--- src/rtl/load_store_unit_if.sv ---
// Request/response handshake and word-memory bus of the load/store unit.
// The slave modport is the LSU; the master modport is the core plus memory side.
interface load_store_unit_if;
   logic        req_valid;
   logic        req_ready;
   logic        req_we;
   logic [2:0]  req_funct3;
   logic [31:0] req_addr;
   logic [31:0] req_wdata;

   logic        rsp_valid;
   logic [31:0] rsp_rdata;
   logic        rsp_fault;

   logic [31:0] mem_addr;
   logic [31:0] mem_wdata;
   logic        mem_we;
   logic [31:0] mem_rdata;

   modport master (
      output req_valid, req_we, req_funct3, req_addr, req_wdata, mem_rdata,
      input  req_ready, rsp_valid, rsp_rdata, rsp_fault, mem_addr, mem_wdata, mem_we
   );

   modport slave (
      input  req_valid, req_we, req_funct3, req_addr, req_wdata, mem_rdata,
      output req_ready, rsp_valid, rsp_rdata, rsp_fault, mem_addr, mem_wdata, mem_we
   );
endinterface

--- src/rtl/load_store_unit.sv ---
// RV32I load/store unit in front of a word-only memory with combinational read
// and synchronous write. Sub-word loads extract and extend a lane; SB/SH do a
// read-modify-write over two cycles. Illegal requests are answered with a fault.
module load_store_unit #(
   parameter int unsigned WORDS = 64
) (
   input  logic              clk,
   input  logic              rst,
   load_store_unit_if.slave  bus
);

   localparam logic [2:0] S_IDLE  = 3'd0;
   localparam logic [2:0] S_LOAD  = 3'd1;
   localparam logic [2:0] S_MERGE = 3'd2;
   localparam logic [2:0] S_WRITE = 3'd3;
   localparam logic [2:0] S_RESP  = 3'd4;

   localparam logic [31:0] WORDS_L = 32'(WORDS);

   logic [2:0]  state_q,  state_d;
   logic [31:0] addr_q,   addr_d;
   logic [2:0]  funct3_q, funct3_d;
   logic [31:0] wdata_q,  wdata_d;
   logic [31:0] rdata_q,  rdata_d;
   logic        fault_q,  fault_d;

   logic        req_fault;
   logic        accept;
   logic [7:0]  byte_lane;
   logic [15:0] half_lane;
   logic [31:0] load_data;
   logic [31:0] merge_data;

   assign accept = bus.req_valid && (state_q == S_IDLE);

   // Classify the incoming request: illegal width, misalignment or out of range.
   always_comb begin
      // NOTE: every combinational output gets a default first so no path leaves it unassigned (no latch).
      req_fault = 1'b0;
      if (bus.req_we) begin
         if (bus.req_funct3[2] || (bus.req_funct3 == 3'b011)) req_fault = 1'b1;
      end else begin
         if ((bus.req_funct3 == 3'b011) || (bus.req_funct3 == 3'b110) ||
             (bus.req_funct3 == 3'b111)) req_fault = 1'b1;
      end
      if ((bus.req_funct3[1:0] == 2'b01) && bus.req_addr[0]) req_fault = 1'b1;
      if ((bus.req_funct3[1:0] == 2'b10) && (bus.req_addr[1:0] != 2'b00)) req_fault = 1'b1;
      if ({2'b00, bus.req_addr[31:2]} >= WORDS_L) req_fault = 1'b1;
   end

   // Load path: pick the addressed byte/halfword and sign- or zero-extend it.
   always_comb begin
      byte_lane = bus.mem_rdata[{addr_q[1:0], 3'b000} +: 8];
      half_lane = bus.mem_rdata[{addr_q[1], 4'b0000} +: 16];
      case (funct3_q)
         3'b000:  load_data = {{24{byte_lane[7]}}, byte_lane};
         3'b001:  load_data = {{16{half_lane[15]}}, half_lane};
         3'b100:  load_data = {24'd0, byte_lane};
         3'b101:  load_data = {16'd0, half_lane};
         default: load_data = bus.mem_rdata;
      endcase
   end

   // Store merge: overwrite the addressed lane of the current word with store data.
   always_comb begin
      merge_data = bus.mem_rdata;
      if (funct3_q[1:0] == 2'b00) begin
         merge_data[{addr_q[1:0], 3'b000} +: 8] = wdata_q[7:0];
      end else begin
         merge_data[{addr_q[1], 4'b0000} +: 16] = wdata_q[15:0];
      end
   end

   // Next-state and datapath register updates for the request sequencer.
   always_comb begin
      state_d  = state_q;
      addr_d   = addr_q;
      funct3_d = funct3_q;
      wdata_d  = wdata_q;
      rdata_d  = rdata_q;
      fault_d  = fault_q;
      case (state_q)
         S_IDLE: begin
            if (accept) begin
               addr_d   = bus.req_addr;
               funct3_d = bus.req_funct3;
               wdata_d  = bus.req_wdata;
               rdata_d  = 32'd0;
               fault_d  = req_fault;
               if (req_fault)                       state_d = S_RESP;
               else if (!bus.req_we)                state_d = S_LOAD;
               else if (bus.req_funct3 == 3'b010)   state_d = S_WRITE;
               else                                 state_d = S_MERGE;
            end
         end
         S_LOAD: begin
            rdata_d = load_data;
            state_d = S_RESP;
         end
         S_MERGE: begin
            wdata_d = merge_data;
            state_d = S_WRITE;
         end
         S_WRITE: state_d = S_RESP;
         S_RESP:  state_d = S_IDLE;
         default: state_d = S_IDLE;
      endcase
   end

   // State registers with synchronous reset; reset drops any in-flight request.
   always_ff @(posedge clk) begin
      // NOTE: sequential state uses non-blocking assignments so all registers update together at the edge.
      if (rst) begin
         state_q  <= S_IDLE;
         addr_q   <= 32'd0;
         funct3_q <= 3'd0;
         wdata_q  <= 32'd0;
         rdata_q  <= 32'd0;
         fault_q  <= 1'b0;
      end else begin
         state_q  <= state_d;
         addr_q   <= addr_d;
         funct3_q <= funct3_d;
         wdata_q  <= wdata_d;
         rdata_q  <= rdata_d;
         fault_q  <= fault_d;
      end
   end

   assign bus.req_ready = (state_q == S_IDLE);
   assign bus.rsp_valid = (state_q == S_RESP);
   assign bus.rsp_rdata = rdata_q;
   assign bus.rsp_fault = fault_q;
   assign bus.mem_addr  = {addr_q[31:2], 2'b00};
   assign bus.mem_wdata = wdata_q;
   // A write in progress when reset arrives must not reach the memory.
   assign bus.mem_we    = (state_q == S_WRITE) && !rst;

endmodule

--- src/flat_wrapper.sv ---
// flat-port wrapper written by rule: the top's interface ports become plain ports
module load_store_unit_flat 
#(
   parameter int unsigned WORDS = 64
)
  (clk, rst, bus_req_valid, bus_req_we, bus_req_funct3, bus_req_addr, bus_req_wdata, bus_mem_rdata, bus_req_ready, bus_rsp_valid, bus_rsp_rdata, bus_rsp_fault, bus_mem_addr, bus_mem_wdata, bus_mem_we);
  load_store_unit_if bus_i ();
  input  logic clk;
  input  logic rst;
  input wire logic [$bits(bus_i.req_valid)-1:0] bus_req_valid;
  input wire logic [$bits(bus_i.req_we)-1:0] bus_req_we;
  input wire logic [$bits(bus_i.req_funct3)-1:0] bus_req_funct3;
  input wire logic [$bits(bus_i.req_addr)-1:0] bus_req_addr;
  input wire logic [$bits(bus_i.req_wdata)-1:0] bus_req_wdata;
  input wire logic [$bits(bus_i.mem_rdata)-1:0] bus_mem_rdata;
  output wire logic [$bits(bus_i.req_ready)-1:0] bus_req_ready;
  output wire logic [$bits(bus_i.rsp_valid)-1:0] bus_rsp_valid;
  output wire logic [$bits(bus_i.rsp_rdata)-1:0] bus_rsp_rdata;
  output wire logic [$bits(bus_i.rsp_fault)-1:0] bus_rsp_fault;
  output wire logic [$bits(bus_i.mem_addr)-1:0] bus_mem_addr;
  output wire logic [$bits(bus_i.mem_wdata)-1:0] bus_mem_wdata;
  output wire logic [$bits(bus_i.mem_we)-1:0] bus_mem_we;
  assign bus_i.req_valid = bus_req_valid;
  assign bus_i.req_we = bus_req_we;
  assign bus_i.req_funct3 = bus_req_funct3;
  assign bus_i.req_addr = bus_req_addr;
  assign bus_i.req_wdata = bus_req_wdata;
  assign bus_i.mem_rdata = bus_mem_rdata;
  assign bus_req_ready = bus_i.req_ready;
  assign bus_rsp_valid = bus_i.rsp_valid;
  assign bus_rsp_rdata = bus_i.rsp_rdata;
  assign bus_rsp_fault = bus_i.rsp_fault;
  assign bus_mem_addr = bus_i.mem_addr;
  assign bus_mem_wdata = bus_i.mem_wdata;
  assign bus_mem_we = bus_i.mem_we;
  load_store_unit #(.WORDS(WORDS)) u_core (.clk(clk), .rst(rst), .bus(bus_i));
endmodule
--- config.mk ---
export PLATFORM = sky130hd
export DESIGN_NAME = load_store_unit_flat
export DESIGN_NICKNAME = d
export VERILOG_FILES = /design/src/rtl/load_store_unit_if.sv /design/src/rtl/load_store_unit.sv /design/src/flat_wrapper.sv
export SDC_FILE = /design/constraint.sdc
export NUM_CORES = 1
export LEC_CHECK = 0
export CORE_AREA = 8 8 134 124
export DETAILED_ROUTE_END_ITERATION = 10
export DIE_AREA = 0 0 142 132
export PLACE_DENSITY = 0.75
export SYNTH_ARGS = -nofsm -noshare
export SYNTH_HDL_FRONTEND = slang
export SYNTH_SLANG_ARGS = --single-unit
--- constraint.sdc ---
create_clock -name clk -period 2.32 [get_ports clk]
set_clock_uncertainty 0.05 [all_clocks]
set_input_delay 0.464 -clock clk [delete_from_list [all_inputs] [get_ports clk]]
set_output_delay 0.464 -clock clk [all_outputs]
set_load 0.005 [all_outputs]
==> impl_metrics.yaml, run 1 <==
run_status:
  status: "finished clean"
synth:
  synth_common_cells: "nand2_1, dfxtp_1, a21oi_1, clkbuf_1, buf_4"
  yosys_warnings: 0
  synth_top_cell_by_area: "dfxtp_1"
  synth-seq-cells: 103
  ys_async_sr_fraction: 0
  synth_edf_count: 0
  synth_cell_types: 58
  yosys.area.top_type_share: 0.3693
  ys_seq_area_frac: 0.3693
  avgSynthCellArea_sq_um: 8.186
  synth_top_flop_cell: "dfxtp_1"
  synth.most_common_cell: "nand2_1"
  syn_area_sq_mm: 0.005583
  ys_top_cells_by_area: "dfxtp_1, nand2_1, a21oi_1, buf_4, a32o_1"
  syn_inst: 682
layout:
  fin_area_sq_mm: 0.007933
  diodes: 0
  fillers: 1326
  finalNonFillerCells: 1037
  multi_input_area_sq_mm: 0.002947
  layout-drive-gt1-share: 0.08224
  nets: 944
  syn_to_final_growth_pct: 42.09
  fin_util: 0.5529
  seq_area_sq_mm: 0.002066
clock_tree:
  root_buffer: "clkbuf_16"
  cts.sinks: 103
  cts_tree: "yes"
  clk_pin_slew_ns: 0.07
  htree_levels: 3
  cts_buffer_depth: 2
  post_cts_buffers: 0
  numCtsBuffers: 9
  clkLatencyLatePin_ns: 0.35
power_and_ir_drop:
  p_per_area_mw_per_mm2: 563.5
  total_leakage_power_nw: 2.849
  peakVddDrop_mv: 0.3840
route:
  wl_per_cell_um: 20.31
  ant_nets: 0
  dr.pass1.iters: 5
  vias: 5847
  detail_route.iter0.violations: 679
  routed_wl_mm: 21.06
  drc: 0
  avgViaCountPerCell: 5.638
sta:
  rsz0062_at_grt: "no"
  tightestPinTransition_ns: 1.040
  hold_viol_final: 0
  relSlewSlack: 0.3068
  final_max_slew_viol_count: 0
  fin_crit_sh: 0.9692
  timing.fmax_ghz: 0.4447
  whs_ns: 0.3911
  final.min_clock_period_ns: 2.249
  setup_viol: 0
placement:
  place_inst: 1023
  dp_hpwl_mm: 16.03
  portBuffers: 200
  gp_congestion: 0.9296
  placed_area_sq_mm: 0.007614
setup_path:
  arrival_ns: 1.73
  path_max_fanout: 6
  startpoint_type: "flip-flop"
  worst-r2r-cell-count: 7
  setup.worst_path.class: "flip-flop to output port"
  cp.required_ns: 1.81
  endpoint_kind: "output port"
global_route:
  grt_usage: 0.2210
  grt_max_degree: 81
  grt_antenna_before_repair: 1
  grt_pass1_vias: 5648
  grt_pass1_wl_mm: 32.44
  grt_overflow: 0
flow_run:
  maxCapViolCount: 0
floorplan:
  ioPinCount: 203
  core_sq_mm: 0.01435
  row_count: 42
  fp.dieW_um: 142
  die_area_sq_mm: 0.01874
  initial_core_util: 0.3892
  dieHeight_um: 132
hold_path:
  hold-path-cell-count: 3
  hp-class: "primary input to flip-flop"
[power by group]
group          switching (mW)  leakage, nW  internal [mW]
Combinational           0.442         1.85          0.485
Sequential             0.0755        0.844           1.85
Clock                   0.680        0.152          0.938
[flip-flops by register name, summed over array words and instances, names as in the netlist]
register	cells
u_core.bus.mem_wdata	32
u_core.addr_q	32
u_core.state_q	3
u_core.bus.rsp_rdata	32
u_core.bus.rsp_fault	1
u_core.funct3_q	3
[area by class of cell]
type,instances,area share
Clock buffer,9,0.02839
Clock inverter,5,0.01041
Inverter,21,0.009937
Multi-Input combinational cell,468,0.3715
Sequential cell,103,0.2604
Tap cell,198,0.03123
Timing Repair Buffer,233,0.2882
[cells by family after synthesis]
logic type	Yosys count	share of synthesized area
compound gates	238	0.3012
simple gates	211	0.1867
buf+inv	112	0.1067
flops	103	0.3693
mux	12	0.02420
fa+ha+maj	5	0.01121
other cells	1	0.0006717
[cells in the final DEF (no fill, tap or decap), drive strengths merged, types with 5 or more instances in the layout]
| cell | count |
|---|---|
| and2 | 5 |
| a22o | 8 |
| o21ai | 27 |
| nand2 | 107 |
| a311oi | 7 |
| ha | 5 |
| a22oi | 12 |
| nor3b | 10 |
| nand2b | 18 |
| o221ai | 7 |
| dfxtp | 103 |
| o22ai | 13 |
| a21oi | 67 |
| a211o | 7 |
| a211oi | 22 |
| nor2 | 27 |
| nor2b | 11 |
| nor4 | 10 |
| a221oi | 7 |
| a21o | 9 |
| mux2i | 9 |
| clkbuf | 9 |
| nor3 | 6 |
| inv | 22 |
| clkdlybuf4s50 | 199 |
| nand3b | 7 |
| a32o | 24 |
| buf | 34 |
| a31oi | 9 |
[through the flow]
step                power, mW  setup slack [ns]  setup TNS (ns)
global placement        2.866           0.03381               0
CTS                     4.489           0.02253               0
finish                  4.470           0.07146               0
global route            4.659         0.0004283               0
floorplan               2.396           0.06436               0
detailed placement      2.872          -0.02418        -0.02418
[path summary, 6_finish.rpt]
path	startpoint	slack, ns	end
worst max register to register	u_core.addr_q[1]$_SDFFE_PP0P_	0.16	u_core.bus.mem_wdata[30]$_SDFFE_PP0P_
worst max-delay path	u_core.state_q[0]$_SDFFE_PP0P_	0.07	bus_req_ready
worst min register to register	u_core.addr_q[29]$_SDFFE_PP0P_	0.40	u_core.addr_q[29]$_SDFFE_PP0P_
worst min-delay path	rst	0.39	u_core.state_q[2]$_SDFFE_PP0P_
[critical path, cell delays in order (launching register included)]
cell	delay, ns
dfxtp_2	0.35
or3_4	0.40
inv_1	0.10
clkdlybuf4s50_1	0.52
[what timing repair did]
| item | 4_1_cts | 5_1_grt |
|---|---|---|
| hold buffers | 0 | 0 |
| gates resized for setup | 1 | 3 |
| setup endpoints to repair | 1 | 5 |
| pin swaps | 0 | 0 |
[metal layers]
metal / share of wire / track usage / vias up
met3: 0.087 / 0.05757 / 33
li1: - / - / 2761
met5: 0.00052 / 0 / -
met1: 0.41 / 0.2841 / 2775
met2: 0.47 / 0.3492 / 276
met4: 0.024 / 0.07573 / 2
(Power assumes the default switching activity.)
==> inputs of run 2 (changes only) <==
- ABC_CLOCK_PERIOD_IN_PS: default -> 2320
- CELL_PAD_IN_SITES_DETAIL_PLACEMENT: default -> 0
- CELL_PAD_IN_SITES_GLOBAL_PLACEMENT: default -> 2
- CORE_AREA: 8 8 134 124 -> 8 8 174 159
- DIE_AREA: 0 0 142 132 -> 0 0 182 167
- PLACE_DENSITY: 0.75 -> default
- PLACE_DENSITY_LB_ADDON: default -> 0.1
==> impl_metrics.yaml, run 2 (same netlist as run 1, synthesis figures left out) <==
power_and_ir_drop:
  comb_power_share: 0.214
  total_leakage_power_nw: 2.960
  netSwitchingFraction: 0.2776
  internal_power_mw: 3.329
  power_frac_clock: 0.371
  p_sw_mw: 1.280
  peakVddDrop_mv: 0.3445
  finalPower_mw: 4.608
  seq_power_share: 0.415
  p_per_area_mw_per_mm2: 558.3
setup_path:
  path_max_fanout: 8
  arrival_ns: 2.44
  startpoint_type: "flip-flop"
  setup.worst_path.class: "flip-flop to flip-flop"
  endpoint_kind: "flip-flop"
  cp.required_ns: 2.53
placement:
  place_inst: 1158
  gp_congestion: 0.7977
  dp_hpwl_mm: 19.32
  portBuffers: 200
  dpl_worst_slack_ns: -0.006823
clock_tree:
  clk_pin_slew_ns: 0.07
  htree_levels: 3
  cts_buffer_depth: 2
  numCtsBuffers: 9
  cts.sinks: 103
  root_buffer: "clkbuf_16"
  clkLatencyLatePin_ns: 0.35
  cts_hold_buf: 0
  cts_tree: "yes"
floorplan:
  ioPinCount: 203
  die_area_sq_mm: 0.03039
  initial_core_util: 0.2254
  fp.dieW_um: 182
  row_count: 55
  core_sq_mm: 0.02477
  dieHeight_um: 167
global_route:
  grt_max_degree: 81
  grt_pass1_wl_mm: 37.47
  grt_usage: 0.1602
  grt_pass1_vias: 5986
  grt_overflow: 0
  grt_antenna_before_repair: 0
sta:
  fin_crit_sh: 0.9611
  relSlewSlack: 0.4998
  fin_setup_tns_ns: 0
  timing.fmax_ghz: 0.4485
  setup_viol: 0
  tightestPinTransition_ns: 0.7487
  final.min_clock_period_ns: 2.230
  final_max_slew_viol_count: 0
  rsz0062_at_grt: "no"
  hold_viol_final: 0
  setup_ws_ns: 0.09034
layout:
  nets: 964
  layout-drive-gt1-share: 0.1058
  final_common_cell: "clkdlybuf4s50_1"
  fillers: 2595
  syn_to_final_growth_pct: 47.85
  final_cell_mix: "clkdlybuf4s50_1, nand2_1, dfxtp_1"
  diodes: 0
  finalNonFillerCells: 1173
route:
  drc: 0
  vias: 5777
  wl_per_cell_um: 21.34
  avgViaCountPerCell: 4.925
  routed_wl_mm: 25.03
  dr.pass1.iters: 5
  detail_route.iter0.violations: 297
  ant_nets: 0
run_status:
  status: "finished clean"
flow_run:
  maxCapViolCount: 0
hold_path:
  hp-class: "flip-flop to flip-flop"
-- run 2: final timing paths --
| kind | start | endpoint | slack [ns] | depth (start not counted) |
|---|---|---|---|---|
| setup reg to reg | u_core.addr_q[1]$_SDFFE_PP0P_ | u_core.bus.mem_wdata[24]$_SDFFE_PP0P_ | 0.09 | 7 |
| hold / removal | u_core.addr_q[10]$_SDFFE_PP0P_ | u_core.addr_q[10]$_SDFFE_PP0P_ | 0.40 | 2 |
| hold reg to reg | u_core.addr_q[10]$_SDFFE_PP0P_ | u_core.addr_q[10]$_SDFFE_PP0P_ | 0.40 | 2 |
| setup / recovery | u_core.addr_q[1]$_SDFFE_PP0P_ | u_core.bus.mem_wdata[24]$_SDFFE_PP0P_ | 0.09 | 7 |
-- run 2: final cells by class --
cell class | instances | area, sq um | area share
well taps | 313 | 391.6 | 0.04745
clock inverters | 5 | 81.33 | 0.009853
repair buffers | 253 | 2447 | 0.2965
inverters | 21 | 78.83 | 0.009550
flip-flops and latches | 103 | 2064 | 0.2501
clock buffers | 10 | 239.0 | 0.02895
multi-input cells | 468 | 2952 | 0.3576
-- run 2: repair_timing --
action	in CTS	in global routing
setup buffers	0	0
resized for setup	1	4
cloned	0	0
setup endpoints to repair	1	3
-- run 2: per-stage QoR --
step	cell area, sq um	hold WS, ns	utilization
2_1_floorplan	5599	0.3867	-
3_5_place_dp	7923	0.3955	0.3198
6_report	8254	0.4048	0.3332
3_3_place_gp	7923	0.3931	0.3198
4_1_cts	8242	0.4071	0.3327
5_1_grt	8254	0.4239	0.3332
-- run 2: per-layer routing --
metal,share of wire,up-vias,wire (um),GRT usage
met5,0,-,0,0
li1,-,2791,-,-
met2,0.43,193,10680,0.2443
met1,0.49,2777,12390,0.2223
met4,0.012,0,288,0.02957
met3,0.067,16,1679,0.04525
-- run 2: worst max-delay path, cell delays in order, from the launching register on --
cell and delay, ns:
dfxtp_1 0.34, inv_2 0.10, ha_1 0.33, or3b_4 0.42, nor4_4 0.31, buf_4 0.23, a21oi_1 0.08, a211oi_1 0.27
-- run 2: power by group through the flow --
stage / clock network (mW) / registers [mW] / logic, mW
floorplan: 0 / 1.94 / 0.457
global placement: 0 / 1.95 / 0.983
detailed placement: 0 / 1.95 / 0.985
CTS: 1.79 / 1.91 / 0.991
global route: 1.85 / 1.93 / 1.07
finish: 1.71 / 1.91 / 0.984
==> inputs of run 3 (changes only) <==
- CORE_AREA: 8 8 174 159 -> 8 8 142 144
- DIE_AREA: 0 0 182 167 -> 0 0 150 152
- DONT_BUFFER_PORTS: default -> 1
- RECOVER_POWER: default -> 50
==> impl_metrics.yaml, run 3 (same netlist as run 1, synthesis figures left out) <==
layout:
  fin_util: 0.3355
  final_cell_mix: "nand2_1, dfxtp_1, a21oi_1"
  fillers: 1925
  layout-drive-gt1-share: 0.1078
  syn_to_final_growth_pct: 6.836
  nets: 743
  final_common_cell: "nand2_1"
setup_path:
  startpoint_type: "flip-flop"
  path_max_fanout: 8
  worstSetupPathDepth: 7
  arrival_ns: 2.44
  cp_top_family: "simple AND/OR/NAND/NOR gates"
  critPathMaxStageDelay_ns: 0.42
  worst-r2r-cell-count: 7
  crit_chain: "inv_2, ha_1, or3b_4, nor4_4, buf_4, a21oi_1, a211oi_1"
  cp.required_ns: 2.54
  setup.worst_path.class: "flip-flop to flip-flop"
  endpoint_kind: "flip-flop"
  crit_buf_inv: 2
  cp_slowest_cell: "or3b_4"
placement:
  portBuffers: 0
  gp_congestion: 0.8090
  dp_hpwl_mm: 17.01
clock_tree:
  clk_pin_slew_ns: 0.07
  post_cts_buffers: 0
  numCtsBuffers: 9
  cts_resized: 0
  cts_buffer_depth: 2
  clkLatencyLatePin_ns: 0.36
  cts_tree: "yes"
  cts.sinks: 103
  cts_hold_buf: 0
  root_buffer: "clkbuf_16"
  htree_levels: 3
power_and_ir_drop:
  peakVddDrop_mv: 0.3403
  power_frac_clock: 0.393
  p_per_area_mw_per_mm2: 679.2
  netSwitchingFraction: 0.2838
  total_leakage_power_nw: 2.104
  seq_power_share: 0.480
  internal_power_mw: 2.901
  p_sw_mw: 1.150
  comb_power_share: 0.127
  finalPower_mw: 4.051
global_route:
  grt_antenna_before_repair: 0
  grt_max_degree: 82
  grt_pass1_wl_mm: 32.58
  grt_overflow: 0
  grt_pass1_vias: 4941
  grt_usage: 0.1892
route:
  vias: 4966
  ant_nets: 0
  detail_route.iter0.violations: 302
  routed_wl_mm: 22.12
  drc: 0
  dr.pass1.iters: 4
  wl_per_cell_um: 25.42
  avgViaCountPerCell: 5.708
floorplan:
  die_area_sq_mm: 0.02280
  core_sq_mm: 0.01778
  fp.dieW_um: 150
  initial_core_util: 0.3140
  row_count: 49
  ioPinCount: 203
  dieHeight_um: 152
run_status:
  status: "finished clean"
sta:
  fin_crit_sh: 0.9563
  rsz0062_at_grt: "no"
  tightestPinTransition_ns: 0.8837
  timing.fmax_ghz: 0.4507
  fin_setup_tns_ns: 0
  setup_viol: 0
  relSlewSlack: 0.4069
  final_max_slew_viol_count: 0
  hold_viol_final: 0
  final.min_clock_period_ns: 2.219
hold_path:
  hold-path-cell-count: 1
  hp-class: "primary input to flip-flop"
flow_run:
  maxCapViolCount: 0
[run 3: cell types whose count changed in the layout (fill, tap and decap cells not counted), moves of 2 or more]
cell,before,now
clkdlybuf4s50_1,198,0
buf_4,48,28
clkbuf_1,0,2
inv_6,1,3
[run 3: worst paths after layout]
kind | startpoint | endpoint | slack, ns
hold / removal | rst | u_core.addr_q[3]$_SDFFE_PP0P_ | 0.13
hold reg to reg | u_core.addr_q[12]$_SDFFE_PP0P_ | u_core.addr_q[12]$_SDFFE_PP0P_ | 0.43
setup reg to reg | u_core.addr_q[1]$_SDFFE_PP0P_ | u_core.bus.mem_wdata[26]$_SDFFE_PP0P_ | 0.10
setup / recovery | u_core.addr_q[1]$_SDFFE_PP0P_ | u_core.bus.mem_wdata[26]$_SDFFE_PP0P_ | 0.10
[run 3: per-stage QoR]
stage / instances / cell area, sq um / hold slack, ns / worst slack [ns]
5_1_grt: 869 / 5962 / 0.1131 / 0.01293
6_report: 870 / 5964 / 0.1271 / 0.1015
4_1_cts: 869 / 5946 / 0.1063 / 0.04368
2_1_floorplan: 683 / 5599 / 0.3867 / 0.06436
3_3_place_gp: 853 / 5650 / 0.4171 / 0.03075
3_5_place_dp: 853 / 5650 / 0.4190 / 0.05855
[run 3: final cells by class]
class,instances,area [sq um],area share
clock inverters,6,66.31,0.01112
flip-flops and latches,103,2063,0.3459
inverters,21,78.83,0.01322
diodes,1,2.502,0.0004196
clock buffers,10,229.0,0.03839
repair buffers,32,274.0,0.04594
multi-input cells,468,2964,0.4970
well taps,229,286.5,0.04804
[run 3: metal layers]
metal  up-vias  share of wire  global-route usage
met5         -              0                   0
met2       172           0.50              0.3277
li1       2361              -                   -
met3        24           0.11             0.07722
met1      2409           0.37              0.2028
met4         0          0.022             0.06476
[run 3: power groups by stage]
stage / Sequential [mW] / Combinational (mW) / Clock, mW
floorplan: 1.94 / 0.457 / 0
detailed placement: 1.99 / 0.511 / 0
CTS: 1.95 / 0.512 / 1.64
global placement: 1.99 / 0.502 / 0
finish: 1.95 / 0.514 / 1.59
global route: 1.96 / 0.568 / 1.71
